<file path="config.mk">
export PLATFORM = sky130hd
export DESIGN_NAME = sub_32_serial
export DESIGN_NICKNAME = d
export VERILOG_FILES = /design/src/rtl/sub_32_serial_pkg.sv /design/src/rtl/sub_slice_4.sv /design/src/rtl/sub_32_serial.sv
export SDC_FILE = /design/constraint.sdc
export NUM_CORES = 1
export LEC_CHECK = 0
export ABC_AREA = 1
export BUFFER_PORTS_ARGS = -buffer_cell sky130_fd_sc_hd__buf_2
export CAP_MARGIN = 15
export CORE_MARGIN = 4
export CORE_UTILIZATION = 45
export CTS_CLUSTER_SIZE = 30
export DETAILED_ROUTE_END_ITERATION = 12
export PLACE_DENSITY = 0.67
export SLEW_MARGIN = 40
export SYNTH_ARGS = -nofsm -noshare
export SYNTH_HDL_FRONTEND = slang
export SYNTH_SLANG_ARGS = --single-unit
</file>
<file path="constraint.sdc">
create_clock -name clk -period 10 [get_ports clk]
set_clock_uncertainty 0.1 [all_clocks]
set_input_delay 1.5 -clock clk [delete_from_list [all_inputs] [get_ports clk]]
set_output_delay 1.5 -clock clk [all_outputs]
set_load 0.02 [all_outputs]
</file>
<file path="src/rtl/sub_32_serial_pkg.sv">
// rtl/sub_32_serial_pkg.sv - shared state encoding and sizing for the serial subtractor
package sub_32_serial_pkg;

  typedef enum logic [1:0] {
    ST_IDLE = 2'd0,
    ST_RUN  = 2'd1,
    ST_DONE = 2'd2
  } state_e;

  localparam int SLICE_W = 4;

  function automatic int clog2(input int n);
    return (n > 1) ? $clog2(n) : 1;
  endfunction

endpackage

</file>
<file path="src/rtl/sub_slice_4.sv">
// rtl/sub_slice_4.sv - combinational 4-bit carry-lookahead adder slice
// Exposes the carry into bit 3 so the caller can derive signed overflow.
module sub_slice_4 (
  input  logic [3:0] a,
  input  logic [3:0] nb,
  input  logic       c_in,
  output logic [3:0] s,
  output logic       c_out,
  output logic       c_msb
);

  logic [3:0] g;
  logic [3:0] p;
  logic       c1;
  logic       c2;
  logic       c3;

  assign g = a & nb;
  assign p = a ^ nb;

  assign c1 = g[0] | (p[0] & c_in);
  assign c2 = g[1] | (p[1] & g[0]) | (p[1] & p[0] & c_in);
  assign c3 = g[2] | (p[2] & g[1]) | (p[2] & p[1] & g[0]) | (p[2] & p[1] & p[0] & c_in);
  assign c_out = g[3] | (p[3] & g[2]) | (p[3] & p[2] & g[1]) | (p[3] & p[2] & p[1] & g[0])
               | (p[3] & p[2] & p[1] & p[0] & c_in);

  assign s     = p ^ {c3, c2, c1, c_in};
  assign c_msb = c3;

endmodule

</file>
<file path="src/rtl/sub_32_serial.sv">
// rtl/sub_32_serial.sv - multi-cycle subtractor d = a - b - borrow_in, one slice per cycle
// Computes a + ~b + ~borrow_in; the result register is only published on the last slice.
module sub_32_serial #(
  parameter int WIDTH   = 32,
  parameter int SLICE_W = sub_32_serial_pkg::SLICE_W
) (
  input  logic             clk,
  input  logic             reset,
  input  logic             in_valid,
  output logic             in_ready,
  input  logic [WIDTH-1:0] a,
  input  logic [WIDTH-1:0] b,
  input  logic             borrow_in,
  output logic             out_valid,
  input  logic             out_ready,
  output logic [WIDTH-1:0] d,
  output logic             borrow_out,
  output logic             overflow
);

  import sub_32_serial_pkg::*;

  localparam int N  = WIDTH / SLICE_W;
  localparam int CW = clog2(N);

  state_e           state_q, state_d;
  logic [CW-1:0]    cnt_q, cnt_d;
  logic [WIDTH-1:0] a_q, a_d;
  logic [WIDTH-1:0] b_q, b_d;
  logic [WIDTH-1:0] r_q, r_d;
  logic [WIDTH-1:0] d_q, d_d;
  logic             carry_q, carry_d;
  logic             bo_q, bo_d;
  logic             ov_q, ov_d;

  logic [SLICE_W-1:0] s;
  logic               c_out;
  logic               c_msb;

  sub_slice_4 u_slice (
    .a     (a_q[SLICE_W-1:0]),
    .nb    (b_q[SLICE_W-1:0]),
    .c_in  (carry_q),
    .s     (s),
    .c_out (c_out),
    .c_msb (c_msb)
  );

  always_comb begin
    state_d = state_q;
    cnt_d   = cnt_q;
    a_d     = a_q;
    b_d     = b_q;
    r_d     = r_q;
    d_d     = d_q;
    carry_d = carry_q;
    bo_d    = bo_q;
    ov_d    = ov_q;
    case (state_q)
      ST_IDLE: begin
        if (in_valid) begin
          a_d     = a;
          b_d     = ~b;
          carry_d = ~borrow_in;
          cnt_d   = '0;
          state_d = ST_RUN;
        end
      end
      ST_RUN: begin
        r_d     = {s, r_q[WIDTH-1:SLICE_W]};
        a_d     = a_q >> SLICE_W;
        b_d     = b_q >> SLICE_W;
        carry_d = c_out;
        if (cnt_q == CW'(N - 1)) begin
          // The final slice holds the MSB, so its carries give the flags.
          d_d     = r_d;
          ov_d    = c_msb ^ c_out;
          bo_d    = ~c_out;
          state_d = ST_DONE;
        end else begin
          cnt_d = cnt_q + 1'b1;
        end
      end
      ST_DONE: begin
        if (out_ready) state_d = ST_IDLE;
      end
      default: state_d = ST_IDLE;
    endcase
  end

  always_ff @(posedge clk or posedge reset) begin
    if (reset) begin
      state_q <= ST_IDLE;
      cnt_q   <= '0;
      a_q     <= '0;
      b_q     <= '0;
      r_q     <= '0;
      d_q     <= '0;
      carry_q <= 1'b0;
      bo_q    <= 1'b0;
      ov_q    <= 1'b0;
    end else begin
      state_q <= state_d;
      cnt_q   <= cnt_d;
      a_q     <= a_d;
      b_q     <= b_d;
      r_q     <= r_d;
      d_q     <= d_d;
      carry_q <= carry_d;
      bo_q    <= bo_d;
      ov_q    <= ov_d;
    end
  end

  assign in_ready   = (state_q == ST_IDLE);
  assign out_valid  = (state_q == ST_DONE);
  assign d          = d_q;
  assign borrow_out = bo_q;
  assign overflow   = ov_q;

endmodule

</file>
; Yosys cells after proc, flatten, opt, wreduce, memory -nomap -nowiden
; Cells that the tools add are included.
[totals]
ff_bits = 136
in_bits = 69
output_inout_bits = 36
word_cells = 69
[classes]
n_addsub = 1
n_eq_ne = 7
muxes = 13
bitwise = 33
reduce_logical = 6
[op_table]
columns = op, count
row1 = 32-bit case mux with 2 select lines, 2
row2 = 32-bit 2-to-1 mux, 2
row3 = 32-bit inverter, 1
row4 = 1-bit AND, 16
row5 = 1-bit bitwise OR, 10
row6 = 4-bit XOR, 2
row7 = 2-bit 2-to-1 mux, 3
row8 = 3-bit 2-to-1 mux, 2
row9 = 2-bit != test (second input constant), 3
row10 = 2-bit case mux with 3 select lines, 1
row11 = 3-bit case mux with 2 select lines, 1
row12 = 3-bit AND reduction, 2
row13 = 4-bit AND, 1
row14 = 2-bit AND reduction, 2
row15 = 3-bit by 1-bit adder with 3-bit output (second input constant), 1
row16 = 3-bit == test (second input constant), 1
row17 = 2-bit by 1-bit == test with 1-bit output (second input constant), 1
row18 = 2-bit == test (second input constant), 1
row19 = 2-bit logical NOT, 1
row20 = 2-bit by 1-bit != test with 1-bit output (second input constant), 1
row21 = 1-bit inverter, 2
row22 = 1-bit case mux with 2 select lines, 1
row23 = 2-bit nonzero test, 1
row24 = 1-bit 2-to-1 mux, 1
row25 = 1-bit XOR, 1

; Depth between registers and ports, before layout
[depth]
word_depth = 7
depth_mapped = 9

; Modules after synthesis
; A second synthesis with hierarchy kept.
[hier_totals]
hier_cells = 779
area_unflattened_um2 = 6053.3
[by_module_without_submodules]
columns = module, n_inst, cells_per_inst, area_per_inst_um2
row1 = sub_32_serial, 1, 752, 5869.4
row2 = sub_slice_4, 1, 27, 183.9

; Worst setup path after synthesis
; No wires, ideal clock.
[synth_timing]
path_type = flip-flop to output port
start = reg state_q[0]
end = out out_valid
arrival_ns = 0.732
setup_slack_ns = 7.668
path_stages_with_launch = 2
n_path_buf = 0
cell_sequence = dfrtp_1 nor2_1
[synth_between]
elab_chain_cells = 1
[synth_lines]
columns = element, line_no
row1 = "start, declared", sub_32_serial.sv:26  ; state_e state_q, state_d;
row2 = "start signal, assigned", sub_32_serial.sv:103  ; state_q <= state_d;
row3 = 2-bit == test, sub_32_serial.sv:116  ; assign out_valid = (state_q == ST_DONE);
row4 = "end, declared", sub_32_serial.sv:14  ; output logic out_valid,
; No other way between the ends.

; Final worst setup path
[layout_timing]
start = in in_valid
end = reg b_q[24]
[layout_between]
elab_chain_cells = 2
[layout_lines]
columns = element, line_no
row1 = "start, declared", sub_32_serial.sv:9  ; input logic in_valid,
row2 = 2-bit != test (no source line), --
row3 = 2-bit AND reduction (no source line), --
row4 = "end signal, assigned", sub_32_serial.sv:96  ; b_q <= '0;
row5 = "end signal, assigned", sub_32_serial.sv:106  ; b_q <= b_d;
row6 = "end, declared", sub_32_serial.sv:29  ; logic [WIDTH-1:0] b_q, b_d;
; No other way between the ends.
; A chain may end at the register's enable or synchronous reset.

==> metrics.cfg <==
[clocking]
insertion_delay_ps = 420
clockBufferDepth = 2
post-cts-setup-buffers = 0
htree_levels = 4
cts.sinks = 132
cts_hold_buf = 0
clkSlewWorstSetupHoldPaths_ps = 50
cts_root_buffer = clkbuf_16
cts_resized = 0
cts_buffers = 17
cts_tree = built

[final_layout]
final_cell_mix = nand2_1 (182), dfrtp_1 (132), o21ai_0 (128), buf_2 (104), inv_1 (61)
final_common_cell = nand2_1
drive_gt1_frac = 0.200
design_area_um2 = 6820
diodes = 0
area_delta_synth_final_pct = 19.2
fin_nets = 798

[route]
antenna_left = 0
routedWlPerCell_um = 13.2
wl_mm = 11.9
drt_iter0_drc = 346
dr.pass1.iters = 4
vias = 4423
drc_errors = 0
vias_per_cell = 4.90

[placement]
postPlaceCellArea_um2 = 6260
dp_hpwl_mm = 7.67
place_congestion = 0.792
portBuffers = 104

[critical_path]
r2r_cells = 4
timing.rr.start = state_q[0]
r2r_slack_ps = 7170
arrival_ps = 3500
crit_path_end_kind = register
cp.required_ps = 10210
worst_r2r_endpoint = b_q[24]
cp-startpoint = in_valid
critical_path_peak_fanout = 64
setup.worst_path.class = primary input to register
cp-start-kind = primary input
crit_end = b_q[24]

[floorplan]
die_area_um2 = 14600
start_util = 0.469
die_h_um = 121
die_w_um = 121
fp.coreArea_um2 = 12200
rows = 40
pin_count = 105

[hold_path]
holdCritStartpoint = d[1]
worstHoldPathType = register to register

[power]
vdd_drop_max_uv = 278
p_per_area_nw_per_um2 = 350
power_mw = 2.39
p_leak_nw = 3.40

[sta]
setup-violations-final = 0
hold_slack_ps = 365
fmax_mhz = 304
max_slew_margin = 0.498
worst_slew_pin_slew_ps = 754
fin_crit_sh = 0.329
maxSlewViolCount = 0
timing.final.crit_period_ps = 3290
tns_ps = 0
grt_setup_unrepaired = false
final_hold_viol_count = 0

[synth]
yosysSeqAreaShare = 0.577
yosys.cell_types.count = 27
yosysTopAreaCell = dfrtp_1
syn_inst = 637
syn-cell-area_um2 = 5720
synth_top_area_share = 0.577
avgSynthCellArea_um2 = 8.98
ys_ff_latch = 132
syn-num-nets = 713
synth_warnings = 0
synth.area.top_cells = dfrtp_1 (58%), nand2_1 (12%), o21ai_0 (11%)

[global_route]
grt_use_total = 0.172
grt_pass1_wl_mm = 20.0
grt_pass1_vias = 4276
grt_max_degree = 112
antenna_found_initial = 1
grt_overflow = 0

[job]
maxCapViolations = 0

[outcome]
status = completed

[flip-flops by register name (all words and copies together), names as in the netlist]
name,flops
d,32
cnt_q,3
overflow,1
a_q,32
r_q,28
state_q,2
b_q,32
borrow_out,1
carry_q,1
[worst min-delay path by stage]
stage | endpoint | depth (start not counted)
global placement | d[2] | 2
floorplan | b_q[10] | 2
CTS | d[2] | 2
global route | d[2] | 2
detailed placement | d[2] | 2
finish | d[1] | 2
[stage by stage]
stage	util	setup slack, ps	cells
6_report	0.559	6710	902
5_1_grt	0.559	6440	902
4_1_cts	0.558	6800	902
3_5_place_dp	0.513	6390	871
3_3_place_gp	0.511	6160	871
2_1_floorplan	-	4870	637
[power breakdown]
group	switching, mW	internal (mW)
combinational	0.598	0.309
clock	0.211	0.372
sequential	0.115	0.785
total	0.924	1.47
[routing by layer]
layer,global-route usage,wire [um]
met4,0.0623,199
met1,0.224,5400
met5,0,12
met2,0.272,5590
met3,0.0557,656
[synthesized netlist by cell type]
library cell    n
o211ai_2        5
nand2_1       182
or2_2           1
o21ai_0       128
dfrtp_1       132
o21ai_1        24
ha_1            6
clkbuf_1       12
o211ai_1       21
buf_4           4
nor2_1          6
nor2_4          1
a21oi_1         1
nand4_1         1
nand2_2         2
xnor2_1         1
nor2_2          1
buf_2          15
buf_6           6
clkbuf_2        2
inv_1          62
fa_1            1
nand3_1        16
inv_2           4
nand2_4         1
a21o_1          1
o31ai_1         1
[kinds of logic (layout without fill, tap and decap cells)]
family	Yosys count	in the layout	synth area share
DFF	132	132	0.577
AOI/OAI and AO/OA	181	181	0.175
adders and majority gates	7	7	0.0166
xor gates and xnor gates	1	1	0.00153
and+or+nand+nor	211	211	0.147
buffers and inverters	105	202	0.0831
[layout make-up]
class / instances / area [um2]
Timing Repair Buffer: 105 / 532
Clock inverter: 4 / 45.0
Multi-Input combinational cell: 400 / 1960
Tap cell: 168 / 210
Inverter: 66 / 259
Sequential cell: 132 / 3300
Clock buffer: 27 / 513
Fill cell: 1154 / 5390
[worst max-delay path: stages]
cell	delay, ps
buf_2	80
nand2_1	230
nand2_4	540
clkinv_2	710
o21ai_0	410
No activity file was read; power rests on OpenSTA's default activity.
